[src/rtl/cpu_pkg.sv]
`default_nettype none
// ============================================================================
//  Module   : cpu_pkg
//  Purpose  : Shared constants, field positions and IF/ID payload type.
//  Revision : 1.0  initial release
// ============================================================================
package cpu_pkg;

    localparam logic [31:0] NOP_INSTR = 32'h0000_0000;
    localparam logic [5:0]  OPC_HALT  = 6'h3F;

    // Field bit positions, shared with decode.
    localparam int OPC_MSB   = 31;
    localparam int OPC_LSB   = 26;
    localparam int RD_MSB    = 25;
    localparam int RD_LSB    = 21;
    localparam int RT_MSB    = 20;
    localparam int RT_LSB    = 16;
    localparam int RS_MSB    = 15;
    localparam int RS_LSB    = 11;
    localparam int SHAMT_MSB = 10;
    localparam int SHAMT_LSB = 6;
    localparam int IIMM_MSB  = 15;
    localparam int JIMM_MSB  = 25;
    localparam int AIMM_MSB  = 20;

    typedef struct packed {
        logic        valid;
        logic [31:0] instr;
        logic [31:0] pc_plus1;
    } ifid_t;

    function automatic logic [5:0] opcode(input logic [31:0] word);
        return word[OPC_MSB:OPC_LSB];
    endfunction

endpackage
`default_nettype wire

[src/rtl/if_unit_ifid.sv]
`default_nettype none
// ============================================================================
//  Module   : ifid_reg
//  Purpose  : IF/ID pipeline register with hold/clear and decode field slicing.
//  Revision : 1.0  initial release
// ============================================================================
module ifid_reg #(
    parameter logic [31:0] NOP_INSTR = cpu_pkg::NOP_INSTR
) (
    input  logic        clk,
    input  logic        rst,
    input  logic        i_hold,
    input  logic        i_clear,
    input  logic        i_load_valid,
    input  logic [31:0] i_load_instr,
    input  logic [31:0] i_load_pc,
    output logic        o_valid,
    output logic [31:0] o_instr,
    output logic [31:0] o_pc,
    output logic [4:0]  o_rd,
    output logic [4:0]  o_rt,
    output logic [4:0]  o_rs,
    output logic [4:0]  o_shamt,
    output logic [15:0] o_i_imm,
    output logic [25:0] o_j_imm,
    output logic [20:0] o_a_imm
);
    import cpu_pkg::*;

    ifid_t ifid_q;
    ifid_t ifid_d;

    // The PC field only moves on a real instruction so decode keeps the last PC+1 across bubbles.
    always_comb begin
        ifid_d = ifid_q;
        if (i_clear) begin
            ifid_d.valid = 1'b0;
            ifid_d.instr = NOP_INSTR;
        end else if (!i_hold) begin
            ifid_d.valid = i_load_valid;
            ifid_d.instr = i_load_valid ? i_load_instr : NOP_INSTR;
            if (i_load_valid) begin
                ifid_d.pc_plus1 = i_load_pc;
            end
        end
    end

    always_ff @(posedge clk) begin
        if (!rst) begin
            ifid_q.valid    <= 1'b0;
            ifid_q.instr    <= NOP_INSTR;
            ifid_q.pc_plus1 <= 32'h0;
        end else begin
            ifid_q <= ifid_d;
        end
    end

    always_comb begin
        o_valid = ifid_q.valid;
        o_instr = ifid_q.valid ? ifid_q.instr : NOP_INSTR;
        o_pc    = ifid_q.pc_plus1;
        o_rd    = '0;
        o_rt    = '0;
        o_rs    = '0;
        o_shamt = '0;
        o_i_imm = '0;
        o_j_imm = '0;
        o_a_imm = '0;
        if (ifid_q.valid) begin
            o_rd    = ifid_q.instr[RD_MSB:RD_LSB];
            o_rt    = ifid_q.instr[RT_MSB:RT_LSB];
            o_rs    = ifid_q.instr[RS_MSB:RS_LSB];
            o_shamt = ifid_q.instr[SHAMT_MSB:SHAMT_LSB];
            o_i_imm = ifid_q.instr[IIMM_MSB:0];
            o_j_imm = ifid_q.instr[JIMM_MSB:0];
            o_a_imm = ifid_q.instr[AIMM_MSB:0];
        end
    end

endmodule
`default_nettype wire

[src/rtl/if_unit.sv]
`default_nettype none
// ============================================================================
//  Module   : if_unit
//  Purpose  : Instruction fetch (PC, imem issue, stall/redirect) feeding IF/ID.
//             Optional HALT support is enabled by defining IF_UNIT_HALT_EN.
//  Revision : 1.0  initial release
// ============================================================================
module if_unit #(
    parameter logic [31:0] PC_RESET  = 32'h0000_0000,
    parameter logic [31:0] NOP_INSTR = cpu_pkg::NOP_INSTR
) (
    input  logic        clk,
    input  logic        rst,
    input  logic        data_hazard,
    input  logic        redirect,
    input  logic [31:0] redirect_pc,
    output logic [31:0] imem_addr,
    output logic        imem_rd_en,
    input  logic [31:0] imem_rdata,
    output logic        ifid_valid,
    output logic [31:0] ifid_instr,
    output logic [31:0] PC_out,
    output logic [4:0]  R_I_A_type_rd,
    output logic [4:0]  R_type_rt,
    output logic [4:0]  R_I_type_rs,
    output logic [4:0]  R_type_shamt,
    output logic [15:0] I_type_imm,
    output logic [25:0] J_type_imm,
    output logic [20:0] A_type_imm,
    output logic        halted
);
    import cpu_pkg::*;

    logic [31:0] fetch_pc_q, fetch_pc_d;
    logic [31:0] issued_pc_q, issued_pc_d;
    logic        issued_valid_q, issued_valid_d;
    logic        halted_q, halted_d;
    logic        w_ifid_hold;
    logic        w_ifid_clear;
    logic        w_halt_seen;

`ifdef IF_UNIT_HALT_EN
    assign w_halt_seen = issued_valid_q && (opcode(imem_rdata) == OPC_HALT);
`else
    assign w_halt_seen = 1'b0;
`endif

    // Halt dominates redirect, redirect dominates stall.
    always_comb begin
        fetch_pc_d     = fetch_pc_q;
        issued_pc_d    = issued_pc_q;
        issued_valid_d = issued_valid_q;
        halted_d       = halted_q;
        w_ifid_hold    = 1'b0;
        w_ifid_clear   = 1'b0;
        if (halted_q) begin
            issued_valid_d = 1'b0;
            w_ifid_clear   = 1'b1;
        end else if (redirect) begin
            fetch_pc_d     = redirect_pc;
            issued_valid_d = 1'b0;
            w_ifid_clear   = 1'b1;
        end else if (data_hazard) begin
            w_ifid_hold    = 1'b1;
        end else begin
            issued_pc_d    = fetch_pc_q;
            issued_valid_d = 1'b1;
            fetch_pc_d     = fetch_pc_q + 32'd1;
            halted_d       = w_halt_seen;
        end
    end

    always_ff @(posedge clk) begin
        if (!rst) begin
            fetch_pc_q     <= PC_RESET;
            issued_pc_q    <= PC_RESET;
            issued_valid_q <= 1'b0;
            halted_q       <= 1'b0;
        end else begin
            fetch_pc_q     <= fetch_pc_d;
            issued_pc_q    <= issued_pc_d;
            issued_valid_q <= issued_valid_d;
            halted_q       <= halted_d;
        end
    end

    // Re-presenting the in-flight address during a stall keeps imem_rdata aligned on release.
    assign imem_addr  = (data_hazard && !redirect) ? issued_pc_q : fetch_pc_q;
    assign imem_rd_en = rst && !halted_q;
    assign halted     = halted_q;

    ifid_reg #(
        .NOP_INSTR (NOP_INSTR)
    ) u_ifid_reg (
        .clk          (clk),
        .rst          (rst),
        .i_hold       (w_ifid_hold),
        .i_clear      (w_ifid_clear),
        .i_load_valid (issued_valid_q),
        .i_load_instr (imem_rdata),
        .i_load_pc    (issued_pc_q + 32'd1),
        .o_valid      (ifid_valid),
        .o_instr      (ifid_instr),
        .o_pc         (PC_out),
        .o_rd         (R_I_A_type_rd),
        .o_rt         (R_type_rt),
        .o_rs         (R_I_type_rs),
        .o_shamt      (R_type_shamt),
        .o_i_imm      (I_type_imm),
        .o_j_imm      (J_type_imm),
        .o_a_imm      (A_type_imm)
    );

endmodule
`default_nettype wire

[config.mk]
export PLATFORM = sky130hd
export DESIGN_NAME = if_unit
export DESIGN_NICKNAME = d
export VERILOG_FILES = /design/src/rtl/cpu_pkg.sv /design/src/rtl/if_unit_ifid.sv /design/src/rtl/if_unit.sv
export SDC_FILE = /design/constraint.sdc
export NUM_CORES = 1
export LEC_CHECK = 0
export BUFFER_PORTS_ARGS = -buffer_cell sky130_fd_sc_hd__clkbuf_2
export CAP_MARGIN = 20
export CORE_MARGIN = 2
export CORE_UTILIZATION = 45
export CTS_CLUSTER_DIAMETER = 120
export CTS_CLUSTER_SIZE = 28
export DETAILED_ROUTE_END_ITERATION = 10
export GPL_TIMING_DRIVEN = 0
export PLACE_DENSITY = 0.77
export SYNTH_ARGS = -nofsm -noshare
export SYNTH_HDL_FRONTEND = slang
export SYNTH_SLANG_ARGS = --single-unit
[constraint.sdc]
create_clock -name clk -period 2.15 [get_ports clk]
set_clock_uncertainty 0.15 [all_clocks]
set_input_delay 0.215 -clock clk [delete_from_list [all_inputs] [get_ports clk]]
set_output_delay 0.215 -clock clk [all_outputs]
set_load 0.02 [all_outputs]
### Word-level counts from Yosys, hierarchy flattened

Index checks and enable logic that the tools add are counted.

| word-level totals | value |
|---|---|
| memories | 0 |
| latch bits | 0 |
| input bits | 68 |
| bits in registers | 131 |
| ROM bits | 0 |
| output and inout port bits | 182 |
| logic and storage cells | 43 |
| memory bits (writable) | 0 |

| cells by class | value |
|---|---|
| equal/unequal tests | 1 |
| bitwise operators | 6 |
| shifts and indexed selects | 0 |
| multiplexer cells | 18 |
| reduce and logical (&&, ||, !) cells | 9 |
| $add $sub $neg | 2 |
| $lt $le $gt $ge | 0 |
| multiply operators | 0 |
| div/mod/pow operators | 0 |

Operator list:

| cell | count |
|---|---|
| two-way mux 32 bit | 5 |
| adder 32 x 1 -> 32 bit (second input constant) | 2 |
| two-way mux 26 bit | 1 |
| two-way mux 21 bit | 1 |
| two-way mux 5 bit | 4 |
| two-way mux 16 bit | 1 |
| two-way mux 1 bit | 6 |
| NOT 1 bit | 6 |
| AND reduction 3 bit | 2 |
| OR reduction 3 bit | 1 |
| logical AND 1 bit | 2 |
| zero test 1 bit | 2 |
| inequality test 2 x 1 -> 1 bit (second input constant) | 1 |
| AND reduction 2 bit | 1 |
| OR reduction 2 bit | 1 |

### Depth between registers and ports, before layout

| logic depth | value |
|---|---|
| depth after elaboration | 5 |
| depth in mapped cells | 7 |
| gate-level depth less buffers | 5 |

### Hierarchy

A second synthesis with hierarchy kept.

| unflattened totals | value |
|---|---|
| cells, all modules | 973 |
| area total of the unflattened synthesis | 7923.8 um^2 |

By module, submodules not included:

| module | cells an instance | area each (um^2) | instances | sequential area each (um^2) |
|---|---|---|---|---|
| if_unit | 536 | 4255.3 | 1 | 1301.2 |
| ifid_reg | 437 | 3668.5 | 1 | 1301.2 |

### Worst setup path before layout

OpenSTA, ideal clock, no wires.

| path | value |
|---|---|
| path kind | flip-flop to flip-flop |
| start | register issued_pc_q[0] |
| end | register u_ifid_reg.ifid_q (netlist bit u_ifid_reg.o_pc[24]) |
| arrival time | 1.959 ns |
| period minus slack after synthesis | 2.228 ns |
| stages on the path, launching flop included | 8 |
| library setup time | 0.119 ns |
| path buffers | 2 |
| setup slack | -0.078 ns |
| data required time | 1.881 ns |
| path through | dfxtp_1 > ha_1 > clkbuf_1 > nand2_1 > or3_1 > buf_1 > or4_1 > nor3b_1 |

| on the way | value |
|---|---|
| longest elaborated chain between the ends | 1 |

RTL lines:

| what | RTL line | text |
|---|---|---|
| from (decl) | if_unit.sv:35 | `logic [31:0] issued_pc_q, issued_pc_d;` |
| from (signal assigned) | if_unit.sv:81 | `issued_pc_q <= issued_pc_d;` |
| adder 32 x 1 -> 32 bit | if_unit.sv:101 | `.i_load_pc (issued_pc_q + 32'd1),` |
| to (signal assigned) | if_unit_ifid.sv:54 | `ifid_q <= ifid_d;` |
| to (decl) | if_unit_ifid.sv:30 | `ifid_t ifid_q;` |

Every way passes these cells.
A chain may end at the register's enable or synchronous reset.

### Worst setup path after layout

| path | value |
|---|---|
| start | register issued_pc_q[2] |
| end | register u_ifid_reg.ifid_q (netlist bit u_ifid_reg.o_pc[26]) |

Same word-level chain as after synthesis.

==> metrics <==
layout cells sized above 1 between 30% and 40%; commonest non-fill, non-tap cell in the layout clkbuf_2; worst-path fanout max 10; Worst path top cell family by delay simple AND/OR/NAND/NOR gates; GR Overflow Total 0; Max Freq 464 MHz; r2r setup slk -0.003 ns; top post-synthesis cells by area dfxtp_1, buf_4, nand2_1, a21oi_1, o21ai_0; Post-Syn Nets ~1100; Die Wd 134 um; Hold Path Depth 3; max_cap viols 0; minimum clock period between 2 and 2.5 ns; area delta synth->final 39.6%; Hold WC Path Type input pin to register; Placer Congestion 0.914; max-slew violation count 0; antenna cells 0; WS Path Type register to register; worst path arrival time around 2.4 ns; slowest CP cell or4_4; clock buffer depth 2; Reg power frac between 40% and 50%; top cell type's share of synthesized area about a third; nets roughly 1400; worst setup margin -0.00291 ns; Worst R2R Path Depth 7; DRC viols 0; most frequent cells in the layout clkbuf_2, nand2_1, buf_4; Post-Place Setup Slack -0.708 ns; number of global-route vias before repair 8253; switching portion of total power 26.1%; Wirelength per Cell between 15 and 20 um; Req. time, crit path approximately 2.4 ns; Post-synth EDFFs 0; post-synth cell types 49; ys async rst share 0%; Critical Path Start Type register; count of final hold-check violations 0; hold path start redirect_pc[27]; Setup Viol. Count Final 1; WP buf/inv 3; Internal Pwr Total approximately 4600 uW; combinational power share 12.3%; die height between 100 and 150 um; Post-Syn Area 7620 um2; total CTS buffers 17; clock power share between 40% and 50%; failing checks negative setup slack; VDD IR max 0.598 mV; Clock H-tree levels 4; final WL 27000 um; crit-path most repeated cell buf_6; fin crit share 100%; Hold Path Sink fetch_pc_q[27]$_SDFFE_PN0N_; reg2reg end u_ifid_reg.o_pc[26]$_SDFFE_PN0P_; Worst-Margin Slew ~0.76 ns; worst path cell trace buf_6, nand4_4, buf_4, or4_4, buf_6, o311a_1, nor3_1; HPWL after DPL 19100 um; Warnings, synthesis 0; Main synth FF type dfxtp_1; port bufs between 200 and 250; initial antenna violation count 0; clk sink count 130; reg2reg start issued_pc_q[2]$_SDFFE_PN0P_; antenna viol nets, final 0; TritonRoute pass-1 iters 6; Via-to-Cell Ratio between 5 and 6; P_leak between 0.004 and 0.005 uW; die area between 15000 and 20000 um2; PD cells between 500 and 600 nW/um2; sequential cell area fraction in the yosys report approximately a third; Mapped Cells 1046; max incr delay on CP ~0.45 ns; Initial Utilization between 40 and 50%; gr usage total between 20% and 30%; largest net degree at the start of global routing 17; Synth area leader dfxtp_1; DRT iter0 DRCs 949; Critical Path Stages 7; Switch Pwr 1610 uW; status complete, but fails checks; post-route total power 6180 uW; Worst-path clk slew 0.06 ns; row count 47; total I/O pin count 250; Mean Syn Cell Area ~7.3 um2; Seq cells post-synth 130; RSZ-0062 raised after global routing yes; first-pass GRT wire length about 41000 um; Crit. End Element register; clock root buffer clkbuf_16; relative slew slack roughly half; core area roughly 17000 um2; CTS tree done; worst skew pair latency between 0.4 and 0.5 ns; vias approximately 8900
==> metrics by stage <==
stage | area [um2] | instances | hold slack [ns] | util, % | setup TNS [ns]
after floorplan | 7620 | 1046 | 0.208 | - | 0
after global placement | 9140 | 1514 | 0.283 | 55.1 | -38.41
after detailed placement | 9140 | 1514 | 0.290 | 55.1 | -39.86
after CTS | 10500 | 1612 | 0.00366 | 63.4 | 0
after global routing | 10600 | 1610 | 0.0400 | 64.2 | -0.100
final | 10600 | 1610 | 0.000117 | 64.2 | -0.00291
==> power by group through the flow <==
| stage | clock network, uW | registers (uW) | logic, uW |
|---|---|---|---|
| global placement | 0 | 2630 | 652 |
| detailed placement | 0 | 2630 | 659 |
| CTS | 2820 | 2580 | 758 |
| global route | 2920 | 2610 | 825 |
| finish | 2820 | 2600 | 759 |
| floorplan | 0 | 2600 | 414 |
==> worst max-delay path by stage <==
stage	slack (ns)	to	startpoint
after floorplan	0.02	u_ifid_reg.o_pc[24]$_SDFFE_PN0P_	issued_pc_q[0]$_SDFFE_PN0P_
after global placement	-0.67	imem_addr[8]	data_hazard
after detailed placement	-0.71	imem_addr[8]	data_hazard
after CTS	0.0005	u_ifid_reg.o_pc[17]$_SDFFE_PN0P_	issued_pc_q[3]$_SDFFE_PN0P_
after global routing	-0.03	u_ifid_reg.o_pc[24]$_SDFFE_PN0P_	issued_pc_q[2]$_SDFFE_PN0P_
final	-0.003	u_ifid_reg.o_pc[26]$_SDFFE_PN0P_	issued_pc_q[2]$_SDFFE_PN0P_
==> logic make-up (layout without fill, tap and decap cells) <==
| family | count (synthesis) | in the layout | share of synthesized area, % |
|---|---|---|---|
| buf+inv | 212 | 556 | 16.4 |
| compound gates | 216 | 216 | 16.8 |
| xor+xnor | 19 | 19 | 2.18 |
| mux | 4 | 4 | 0.525 |
| flops | 130 | 130 | 34.1 |
| other cells | 1 | 1 | 0.0492 |
| simple gates | 462 | 462 | 29.6 |
| fa+ha+maj | 2 | 2 | 0.328 |
==> flip-flops by register name, indices dropped and copies added, names as in the netlist <==
signal              flops
fetch_pc_q             32
issued_pc_q            32
issued_valid_q          1
u_ifid_reg.ifid_q      32
u_ifid_reg.o_pc        32
u_ifid_reg.o_valid      1
==> synth_stat cells, types with 3 or more instances <==
| cell | instances |
|---|---|
| nand2_1 | 229 |
| dfxtp_1 | 130 |
| buf_4 | 117 |
| a21oi_1 | 80 |
| clkbuf_1 | 71 |
| o21ai_0 | 63 |
| nand3_1 | 49 |
| and2_1 | 34 |
| nor2_1 | 29 |
| a31oi_1 | 23 |
| nor3_1 | 19 |
| nand4_1 | 18 |
| or4_1 | 17 |
| xnor2_1 | 15 |
| and4_1 | 13 |
| or3_1 | 13 |
| inv_1 | 12 |
| nor4_1 | 12 |
| o31ai_1 | 12 |
| a211oi_1 | 11 |
| a311oi_1 | 7 |
| and3_1 | 7 |
| a221o_1 | 6 |
| buf_2 | 6 |
| o311a_1 | 5 |
| or2_2 | 5 |
| mux2i_1 | 4 |
| nor3b_1 | 4 |
| xor2_1 | 4 |
| a41oi_1 | 3 |
| buf_1 | 3 |
| nor2b_1 | 3 |
==> layout make-up <==
class	instances	area, um2
fillers	1426	5940
multi-input cells	704	3910
flip-flops and latches	130	2650
repair buffers	324	1960
plain buffers	188	1230
clock buffers	24	482
well taps	220	275
clock inverters	6	80.1
inverters	14	53.8
==> what timing repair did <==
| action | CTS | global route |
|---|---|---|
| gates resized for setup | 50 | 43 |
| hold buffers | 59 | 0 |
| buffers inserted | 12 | 5 |
| pin swaps | 6 | 8 |
| hold endpoints to repair | 59 | 0 |
| setup endpoints to repair | 89 | 59 |
==> worst register-to-register path, stage by stage (launching register included) <==
cell	delay, ns
dfxtp_1	0.32
buf_6	0.12
nand4_4	0.15
buf_4	0.18
or4_4	0.45
buf_6	0.17
o311a_1	0.35
nor3_1	0.18
==> per-layer routing <==
layer,share of wire (%),vias to the layer above,routed length [um],GRT usage [%]
li1,-,4184,-,-
met5,0,-,0,0
met2,49,524,13200,50.7
met1,38,4089,10200,34.6
met4,4.1,0,1100,13.5
met3,9.5,91,2560,6.08
Power figures use the tool's default switching activity.
